### src/rtl/canvas_pkg.sv
// canvas_pkg: definitions shared by the pixel store and the brush painter.
//   - canvas geometry (MAX_COORDINATE square canvas, coordinate/address widths)
//   - 3-bit colour codes, ERASE being the background colour
//   - painter FSM state encoding
//   - pixel_addr(): packs a canvas coordinate into a RAM write address
package canvas_pkg;

   localparam int MAX_COORDINATE = 128;
   localparam int MAX_RADIUS     = 7;
   localparam int COORD_W        = 8;
   localparam int ROW_W          = 7;                    // y bits kept in the address
   localparam int ADDR_W         = ROW_W + COORD_W;      // {y[6:0], x[7:0]}
   localparam int RADIUS_W       = $clog2(MAX_RADIUS + 1);
   localparam int COLOR_W        = 3;

   // Highest legal coordinate, widened to the 9-bit box arithmetic.
   localparam logic [8:0] COORD_LAST = 9'(MAX_COORDINATE - 1);

   typedef enum logic [COLOR_W-1:0] {
      ERASE  = 3'b000,
      RED    = 3'b100,
      GREEN  = 3'b010,
      BLUE   = 3'b001,
      YELLOW = 3'b110,
      PURPLE = 3'b101
   } color_t;

   typedef enum logic [2:0] {
      IDLE  = 3'd0,
      SETUP = 3'd1,
      STAMP = 3'd2,
      CLEAR = 3'd3,
      DONE  = 3'd4
   } painter_state_t;

   function automatic logic [ADDR_W-1:0] pixel_addr(input logic [ROW_W-1:0]   y,
                                                    input logic [COORD_W-1:0] x);
      return {y, x};
   endfunction

endpackage

### src/rtl/brush_painter_raster_sweep.sv
// raster_sweep: loadable 2-D counter walking a rectangular box in raster order.
//   clk, reset      : clock, synchronous active-high reset
//   load            : capture x_start/x_end/y_start/y_end; position goes to (x_start, y_start)
//   step            : advance one pixel (x first, then wrap x and advance y)
//   x, y            : current position
//   last            : current position is the bottom-right corner of the box
// The counter does not wrap past the last pixel by itself; the owner stops
// stepping once last is seen.
module raster_sweep #(
   parameter int X_W = 8,
   parameter int Y_W = 7
) (
   input  logic           clk,
   input  logic           reset,
   input  logic           load,
   input  logic           step,
   input  logic [X_W-1:0] x_start,
   input  logic [X_W-1:0] x_end,
   input  logic [Y_W-1:0] y_start,
   input  logic [Y_W-1:0] y_end,
   output logic [X_W-1:0] x,
   output logic [Y_W-1:0] y,
   output logic           last
);

   logic [X_W-1:0] x_lo;
   logic [X_W-1:0] x_hi;
   logic [Y_W-1:0] y_hi;

   assign last = (x == x_hi) && (y == y_hi);

   // Box bounds and current position.
   always_ff @(posedge clk) begin
      if (reset) begin
         x_lo <= '0;
         x_hi <= '0;
         y_hi <= '0;
         x    <= '0;
         y    <= '0;
      end else if (load) begin
         x_lo <= x_start;
         x_hi <= x_end;
         y_hi <= y_end;
         x    <= x_start;
         y    <= y_start;
      end else if (step) begin
         if (x == x_hi) begin
            x <= x_lo;
            y <= y + Y_W'(1);
         end else begin
            x <= x + X_W'(1);
         end
      end else begin
         x <= x;
         y <= y;
      end
   end

endmodule

### src/rtl/brush_painter.sv
// brush_painter: write-side engine for the pixel RAM. Accepts brush-stamp and
// canvas-clear commands and expands each into one pixel write per cycle.
//   clk, reset   : clock, synchronous active-high reset
//   cmd_valid    : command offered
//   cmd_ready    : engine idle; command accepted on valid & ready at posedge
//   cmd_clear    : 1 = clear whole canvas, 0 = brush stamp
//   cmd_x/cmd_y  : brush centre
//   cmd_radius   : half-width of the square brush (0 = single pixel)
//   cmd_color    : stamp colour (ignored for clear)
//   wr_en        : RAM write strobe
//   wr_addr      : RAM write address {y[6:0], x[7:0]}
//   wr_data      : RAM write colour
//   busy         : command in progress
//   done         : one-cycle pulse when a command completes
module brush_painter
   import canvas_pkg::*;
(
   input  logic                clk,
   input  logic                reset,
   input  logic                cmd_valid,
   output logic                cmd_ready,
   input  logic                cmd_clear,
   input  logic [COORD_W-1:0]  cmd_x,
   input  logic [COORD_W-1:0]  cmd_y,
   input  logic [RADIUS_W-1:0] cmd_radius,
   input  logic [COLOR_W-1:0]  cmd_color,
   output logic                wr_en,
   output logic [ADDR_W-1:0]   wr_addr,
   output logic [COLOR_W-1:0]  wr_data,
   output logic                busy,
   output logic                done
);

   painter_state_t state;
   painter_state_t next_state;

   logic [COORD_W-1:0]  lat_x;
   logic [COORD_W-1:0]  lat_y;
   logic [RADIUS_W-1:0] lat_r;
   logic [COLOR_W-1:0]  lat_color;

   // Set on the cycle the final pixel of the box is being presented, so the
   // FSM leaves STAMP/CLEAR one cycle later and done lands after that write.
   logic wr_last;

   logic accept;
   logic next_wr_en;
   logic [ADDR_W-1:0]  next_wr_addr;
   logic [COLOR_W-1:0] next_wr_data;
   logic next_wr_last;

   logic [8:0] cx9, cy9, r9, x_hi, y_hi;
   logic [8:0] box_x0, box_x1, box_y0, box_y1;
   logic       box_empty;

   logic               sweep_load;
   logic               sweep_step;
   logic               use_box;
   logic [COORD_W-1:0] sweep_x;
   logic [ROW_W-1:0]   sweep_y;
   logic               sweep_last;
   logic [COORD_W-1:0] sx_start, sx_end;
   logic [ROW_W-1:0]   sy_start, sy_end;

   assign cmd_ready = (state == IDLE) & ~reset;
   assign accept    = cmd_valid & cmd_ready;

   // Clipped bounding box of the latched brush, in 9-bit unsigned arithmetic
   // so cx+r (up to 262) cannot wrap; cx-r is clamped at 0 before it goes negative.
   always_comb begin
      cx9       = {1'b0, lat_x};
      cy9       = {1'b0, lat_y};
      r9        = {{(9-RADIUS_W){1'b0}}, lat_r};
      x_hi      = cx9 + r9;
      y_hi      = cy9 + r9;
      box_x0    = (cx9 < r9) ? 9'd0 : (cx9 - r9);
      box_y0    = (cy9 < r9) ? 9'd0 : (cy9 - r9);
      box_x1    = (x_hi > COORD_LAST) ? COORD_LAST : x_hi;
      box_y1    = (y_hi > COORD_LAST) ? COORD_LAST : y_hi;
      box_empty = (box_x0 > box_x1) | (box_y0 > box_y1);
   end

   // Sweep is loaded with the clipped box from SETUP, or the full canvas on a clear accept.
   assign use_box  = (state == SETUP);
   assign sx_start = use_box ? box_x0[COORD_W-1:0] : '0;
   assign sx_end   = use_box ? box_x1[COORD_W-1:0] : COORD_LAST[COORD_W-1:0];
   assign sy_start = use_box ? box_y0[ROW_W-1:0]   : '0;
   assign sy_end   = use_box ? box_y1[ROW_W-1:0]   : COORD_LAST[ROW_W-1:0];

   raster_sweep #(
      .X_W (COORD_W),
      .Y_W (ROW_W)
   ) u_sweep (
      .clk     (clk),
      .reset   (reset),
      .load    (sweep_load),
      .step    (sweep_step),
      .x_start (sx_start),
      .x_end   (sx_end),
      .y_start (sy_start),
      .y_end   (sy_end),
      .x       (sweep_x),
      .y       (sweep_y),
      .last    (sweep_last)
   );

   // Next-state and next write-port values.
   always_comb begin
      next_state   = state;
      sweep_load   = 1'b0;
      sweep_step   = 1'b0;
      next_wr_en   = 1'b0;
      next_wr_addr = wr_addr;
      next_wr_data = wr_data;
      next_wr_last = 1'b0;
      case (state)
         IDLE: begin
            if (accept) begin
               if (cmd_clear) begin
                  next_state = CLEAR;
                  sweep_load = 1'b1;
               end else begin
                  next_state = SETUP;
               end
            end else begin
               next_state = IDLE;
            end
         end
         SETUP: begin
            if (box_empty) begin
               next_state = DONE;
            end else begin
               next_state = STAMP;
               sweep_load = 1'b1;
            end
         end
         STAMP, CLEAR: begin
            if (wr_last) begin
               next_state = DONE;
            end else begin
               next_wr_en   = 1'b1;
               next_wr_addr = pixel_addr(sweep_y, sweep_x);
               next_wr_data = (state == STAMP) ? lat_color : ERASE;
               next_wr_last = sweep_last;
               sweep_step   = ~sweep_last;
            end
         end
         DONE: begin
            next_state = IDLE;
         end
         default: begin
            next_state = IDLE;
         end
      endcase
   end

   // State and registered outputs.
   always_ff @(posedge clk) begin
      if (reset) begin
         state   <= IDLE;
         wr_en   <= 1'b0;
         wr_addr <= '0;
         wr_data <= '0;
         wr_last <= 1'b0;
         busy    <= 1'b0;
         done    <= 1'b0;
      end else begin
         state   <= next_state;
         wr_en   <= next_wr_en;
         wr_addr <= next_wr_addr;
         wr_data <= next_wr_data;
         wr_last <= next_wr_last;
         busy    <= (next_state != IDLE);
         done    <= (next_state == DONE);
      end
   end

   // Command fields captured at acceptance and held for the whole command.
   always_ff @(posedge clk) begin
      if (reset) begin
         lat_x     <= '0;
         lat_y     <= '0;
         lat_r     <= '0;
         lat_color <= '0;
      end else if (accept) begin
         lat_x     <= cmd_x;
         lat_y     <= cmd_y;
         lat_r     <= cmd_radius;
         lat_color <= cmd_color;
      end else begin
         lat_x     <= lat_x;
         lat_y     <= lat_y;
         lat_r     <= lat_r;
         lat_color <= lat_color;
      end
   end

endmodule
### config.mk
export PLATFORM = sky130hd
export DESIGN_NAME = brush_painter
export DESIGN_NICKNAME = d
export VERILOG_FILES = /design/src/rtl/canvas_pkg.sv /design/src/rtl/brush_painter_raster_sweep.sv /design/src/rtl/brush_painter.sv
export SDC_FILE = /design/constraint.sdc
export NUM_CORES = 1
export LEC_CHECK = 0
export ABC_AREA = 1
export CAP_MARGIN = 20
export CORE_MARGIN = 1.5
export CORE_UTILIZATION = 28
export CTS_CLUSTER_SIZE = 14
export DETAILED_ROUTE_END_ITERATION = 10
export MAX_ROUTING_LAYER = met4
export PLACE_DENSITY = 0.42
export RECOVER_POWER = 100
export SYNTH_ARGS = -nofsm -noshare
export SYNTH_HDL_FRONTEND = slang
export SYNTH_SLANG_ARGS = --single-unit
### constraint.sdc
create_clock -name clk -period 4.8 [get_ports clk]
set_input_delay 0.48 -clock clk [delete_from_list [all_inputs] [get_ports clk]]
set_output_delay 0.48 -clock clk [all_outputs]
set_load 0.005 [all_outputs]
==> out/results.ini, run 1 <==
[logic_synthesis]
yosysSeqAreaShare_pct=31.4
most_numerous_cell_in_the_yosys_netlist=sky130_fd_sc_hd__nand2_1
syn-mean-instance-area_sq_um=6.48
ys_ff_latch=85
number_of_flops_mapped_to_enable_cells_by_yosys=0
synth_top_family_by_area=simple AND/OR/NAND/NOR gates
synth-main-ff-cell=sky130_fd_sc_hd__dfxtp_1
synth_top_area_share_pct=31.4
synth-async-reset-ratio_pct=0
post_synth_most_frequent_cells=sky130_fd_sc_hd__nand2_1 (213), sky130_fd_sc_hd__inv_1 (117), sky130_fd_sc_hd__dfxtp_1 (85), sky130_fd_sc_hd__nor2_1 (85), sky130_fd_sc_hd__a21oi_1 (71)
yosys.area_share.xor_xnor_pct=2.58
synthDistinctLibCells=34
synthCells=838
yosys.area_share.simple_pct=32.4
yosys.area.top_type=sky130_fd_sc_hd__dfxtp_1
synth_area_leaders=sky130_fd_sc_hd__dfxtp_1 (31%), sky130_fd_sc_hd__nand2_1 (15%), sky130_fd_sc_hd__inv_1 (8.1%)
fraction_of_synthesized_area_in_multiplexers_pct=0
synth-warning-count=0
synth-compound-area-share_pct=12.7
synthAdderAreaFrac_pct=8.85
synth.cell_area_sq_um=5430

[clock_tree]
h-tree-depth=3
clk_path_buf_depth=2
tritoncts.num_buffers=9
cts.sinks=85
hold_buffers=0
clock_tree.root_cell=sky130_fd_sc_hd__clkbuf_16
postCtsSetupBuffers=0
clk_pin_slew_ns=0.07
worstSkewPairLatency_ns=0.35
tritoncts=done
cts.repair.resized=0

[sta]
f_max_mhz=258
timing.final.max_slew_violations=42
final-setup-viol-count=0
final_hold_violation_count=0
timing.clock.skew_ns=0.0103
maxSlewHeadroom_pct=-18.1
worst_slew_pin_slew_ns=1.77
setup_tns_ns=0
grt_setup_unrepaired=false
worst_hold_slack_ns=0.471
post-route-min-period_ns=3.88
min_period_over_period_pct=80.8

[global_routing]
antenna_violations_before_repair=0
grt_first_pass_wirelength_um=27200
grt_usage_pct=17.9
globalRoute.busiestLayer=met2
vias_in_the_first_global_route=5154
global_route.usage.met2_pct=29.3
largest_net_degree_at_the_start_of_global_routing=42
grt_remaining_overflow=0
met1_usage_pct=23.3
globalRouteMet3Util_pct=2.05

[setup_path]
worstSetupPathType=register to register
startpoint_type=register
worstPathBufferInverterCount=4
path_max_fanout=22
arrival_ns=4.10
cpMaxStageDelayCell=sky130_fd_sc_hd__inv_1
cp.required_ns=5.02
critPathMaxStageDelay_ns=0.45
critical-path-top-cell-by-count=sky130_fd_sc_hd__nand2_1
critical-path-top-delay-family=simple AND/OR/NAND/NOR gates
timing.critical_path.cells=ha_1 -> inv_1 -> fa_1 -> nand2_1 -> inv_1 -> nor4_2 -> nand3_1 -> nand2_1 -> nor2_1 -> ha_1 -> nand2_1 -> inv_1 -> nand2_1 -> nor2_1 -> o21ai_0 -> nand2_1 -> nand2_1 -> nand3_2 -> nand2_1 -> inv_1 -> a21oi_1
timing.critical_path.to_type=register

[drt]
dr_total_vias=5167
drc=0
drt-wirelength-per-cell_um=14.6
detail-route-antenna-nets=0
drtIter0Drc=289
wirelength_um=16600
dr.pass1.iters=4
drt_via_density=4.52

[pwr]
worst_ir_drop_vdd_mv=0.182
power-per-cell-area_nw_per_um2=410
leakage_nw=3.19

[floorplan]
io_pins=48
die_h_um=142
die-width_um=142
start_util_pct=28.8
placementRows=50
core_area_sq_um=18800
die_area_sq_um=20200

[finish]
post_route_cells_drive_above_1_share_pct=6.01
nets=939
area_growth_pct=19.0
antenna-diode-count=0

[worst_hold_path]
timing.hold.worst.class=register to register

[outcome]
outcome=complete, but fails checks
violations_in_the_final_reports=capacitance limit, slew limit

[placement]
place_congestion=0.790
port-buffer-count=47
dpl.hpwl_um=12500

[run]
max_cap_violations=1

==> per-layer routing <==
layer,part of all wire (%),vias to the layer above
met5,0,-
met4,1.2,0
met3,1.9,13
met2,47,53
met1,50,2365
li1,-,2736
==> power by group <==
group | total, W | switching, W | leakage, nW | internal (W)
Sequential | 0.000872 | 0.0000779 | 0.695 | 0.000794
Clock | 0.000824 | 0.000331 | 0.169 | 0.000493
Combinational | 0.000949 | 0.000616 | 2.32 | 0.000333
==> state kept, by name, summed over array words and instances (netlist names) <==
name and count:
wr_addr 15, lat_x 8, lat_y 8, u_sweep.x 8, u_sweep.x_hi 8, u_sweep.x_lo 8
u_sweep.y 7, u_sweep.y_hi 7, lat_color 3, lat_r 3, state 3, wr_data 3
busy 1, done 1, wr_en 1, wr_last 1
==> final timing paths <==
path	startpoint	endpoint	slack [ns]	depth (start not counted)
max	lat_r[0]	u_sweep.y_hi[0]	0.92	21
min	lat_color[0]	lat_color[0]	0.47	2
max reg2reg	lat_r[0]	u_sweep.y_hi[0]	0.92	21
min reg2reg	lat_color[0]	lat_color[0]	0.47	2
==> cell families after synthesis <==
kind of cell             Yosys count
buffers and inverters            161
XOR/XNOR                          16
AND/OR/NAND/NOR                  405
adder cells (fa/ha/maj)           36
AO/OA/AOI/OAI                    134
other                              1
flip-flops                        85
==> worst min-delay path, stage by stage (launching register included) <==
cell and delay, ns:
sky130_fd_sc_hd__dfxtp_1 0.31, sky130_fd_sc_hd__nand2_1 0.06, sky130_fd_sc_hd__a21oi_1 0.05
==> final cells by class <==
cell class	instances	area [sq um]
Fill cell	2078	12400
Tap cell	260	325
Clock buffer	11	253
Multi-Input combinational cell	595	3080
Timing Repair Buffer	57	523
Inverter	129	484
Sequential cell	85	1700
Clock inverter	5	88.8
==> metrics by stage <==
stage	setup WS [ns]	instances	cell area (sq um)	total power (W)	utilization (%)
after global routing	0.341	1142	6460	0.00285	34.3
after floorplan	1.82	841	5440	0.00157	-
after global placement	0.929	1126	6140	0.00187	32.6
after CTS	0.867	1142	6480	0.00270	34.4
after detailed placement	0.896	1126	6140	0.00186	32.6
final	0.923	1142	6460	0.00265	34.3
==> placed cells by master, fill, tap and decap left out, types with 9 or more instances in the layout <==
cell type                         count
sky130_fd_sc_hd__o21ai_0             55
sky130_fd_sc_hd__nor2_2               9
sky130_fd_sc_hd__clkbuf_16            9
sky130_fd_sc_hd__dlygate4sd3_1       23
sky130_fd_sc_hd__clkdlybuf4s50_1     24
sky130_fd_sc_hd__nor2_1              85
sky130_fd_sc_hd__inv_1              117
sky130_fd_sc_hd__nand4_1             30
sky130_fd_sc_hd__a21oi_1             71
sky130_fd_sc_hd__nand3_1             50
sky130_fd_sc_hd__inv_2               10
sky130_fd_sc_hd__xor2_1              14
sky130_fd_sc_hd__ha_1                32
sky130_fd_sc_hd__dfxtp_1             85
sky130_fd_sc_hd__nand2_1            213
(Power assumes the default switching activity.)
==> inputs of run 2 (changes only) <==
==> constraint.sdc (replaced) <==
create_clock -name clk -period 3.7 [get_ports clk]
set_input_delay 0.37 -clock clk [delete_from_list [all_inputs] [get_ports clk]]
set_output_delay 0.37 -clock clk [all_outputs]
set_load 0.005 [all_outputs]
==> out/results.ini, run 2 (same netlist as run 1, synthesis figures left out) <==
[placement]
place_congestion=0.816
port-buffer-count=47
dpl.hpwl_um=12000
place.detailed.instances=1127

[finish]
largest_reg_flops=15
fillers=2091
fin_cells=1144
area_growth_pct=19.9
final_common_cell=sky130_fd_sc_hd__nand2_1
most-common-layout-cells=sky130_fd_sc_hd__nand2_1 (210), sky130_fd_sc_hd__inv_1 (115), sky130_fd_sc_hd__nor2_1 (85), sky130_fd_sc_hd__dfxtp_1 (83), sky130_fd_sc_hd__a21oi_1 (70)
nets=941
post_route_cells_drive_above_1_share_pct=7.58
antenna-diode-count=0
largest-register=wr_addr

[worst_hold_path]
timing.hold.worst.class=register to register
min_path_cells=2

[setup_path]
worstSetupPathType=register to register
cp.required_ns=3.99
critical-path-top-cell-by-count=sky130_fd_sc_hd__nand2_1
path_max_fanout=12
timing.critical_path.cells=ha_1 -> fa_1 -> nand2_1 -> a21oi_2 -> nand3_1 -> nand2_1 -> o21ai_2 -> nand2_1 -> inv_1 -> ha_1 -> a21oi_1 -> nor2_1 -> nor2_1 -> nand2_1 -> nand2_1 -> nand3_2 -> nand2_2 -> clkinvlp_4 -> buf_4 -> a21oi_1
critical_path_depth=20
arrival_ns=3.60
startpoint_type=register
critPathMaxStageDelay_ns=0.44
timing.critical_path.to_type=register
critical-path-top-delay-family=simple AND/OR/NAND/NOR gates
cpMaxStageDelayCell=sky130_fd_sc_hd__fa_1
worstPathBufferInverterCount=3
reg2reg_depth=20

[drt]
drt_via_density=4.49
drt-wirelength-per-cell_um=13.9
drc=0
detailroute.wirelength.met2_um=7430
wirelength_um=15900
met1_length_um=7830
detail-route-antenna-nets=0
drtIter0Drc=252
routed.top_layer=met4
met3WireLength_um=357
dr_total_vias=5136
dr.pass1.iters=5

[clock_tree]
worstSkewPairLatency_ns=0.36
tritoncts.num_buffers=9
cts.sinks=85
clk_path_buf_depth=2
clock_tree.root_cell=sky130_fd_sc_hd__clkbuf_16
tritoncts=done
clk_pin_slew_ns=0.07
h-tree-depth=3
hold_buffers=0

[global_routing]
grt_first_pass_wirelength_um=27300
antenna_violations_before_repair=0
largest_net_degree_at_the_start_of_global_routing=64
grt_usage_pct=17.7
grt_remaining_overflow=0
vias_in_the_first_global_route=5345

[sta]
maxSlewHeadroom_pct=0.250
worst_slew_pin_slew_ns=1.49
final-setup-viol-count=0
timing.final.max_slew_violations=0
f_max_mhz=301
grt_setup_unrepaired=false
min_period_over_period_pct=89.7
timing.clock.skew_ns=0.0126
final_hold_violation_count=0
post-route-min-period_ns=3.32
setup_tns_ns=0

[pwr]
total_power_w=0.00338
worst_ir_drop_vdd_mv=0.248
leakage_nw=3.19
power-per-cell-area_nw_per_um2=519

[run]
max_cap_violations=1

[floorplan]
io_pins=48
placementRows=50
core_area_sq_um=18800
die_h_um=142
start_util_pct=28.8
die-width_um=142
die_area_sq_um=20200

[outcome]
violations_in_the_final_reports=capacitance limit
outcome=complete, but fails checks

run 2: cell types whose count changed in the layout (fill, tap and decap cells not counted), sizes merged:
cell      change
clkbuf        -4
inv           -2
clkinv        +1
clkinvlp      +2
buf           +5
run 2: final timing paths:
check	slack, ns	from	to
worst max-delay path	0.38	lat_r[0]	u_sweep.y_hi[5]
worst min-delay path	0.47	lat_color[2]	lat_color[2]
worst max register to register	0.38	lat_r[0]	u_sweep.y_hi[5]
worst min register to register	0.47	lat_color[2]	lat_color[2]
run 2: report_power, final:
part,leakage [nW],internal (W),switching [W]
sequential,0.696,0.00103,0.000104
clock,0.154,0.000599,0.000424
combinational,2.34,0.000440,0.000780
total,3.19,0.00207,0.00131
run 2: metal layers:
layer | track usage (%) | vias to the layer above
li1 | - | 2736
met1 | 22.2 | 2327
met2 | 29.2 | 52
met3 | 3.06 | 21
met4 | 5.48 | 0
met5 | - | -
run 2: through the flow:
step / area (sq um) / hold WS (ns) / setup slack (ns) / util [%]
6_report: 6510 / 0.465 / 0.382 / 34.6
5_1_grt: 6510 / 0.477 / 0.0118 / 34.6
3_3_place_gp: 6160 / 0.456 / 0.230 / 32.7
4_1_cts: 6480 / 0.466 / 0.105 / 34.4
3_5_place_dp: 6160 / 0.456 / 0.115 / 32.7
2_1_floorplan: 5440 / 0.441 / 0.723 / -
run 2: area by class of cell:
cell class | count | area, sq um | area share [%]
Multi-Input combinational cell | 595 | 3100 | 47.6
Sequential cell | 85 | 1700 | 26.2
Timing Repair Buffer | 59 | 569 | 8.75
Inverter | 129 | 488 | 7.50
Tap cell | 260 | 325 | 5.00
Clock buffer | 10 | 229 | 3.52
Clock inverter | 6 | 93.8 | 1.44
run 2: what timing repair did:
action,4_1_cts,5_1_grt
resized for setup,0,15
buffers inserted,0,1
setup endpoints to repair,0,40
run 2: worst min-delay path, cell delays in order, from the launching register on:
cell                      delay, ns
sky130_fd_sc_hd__dfxtp_1       0.31
sky130_fd_sc_hd__nand2_1       0.06
sky130_fd_sc_hd__a21oi_1       0.05
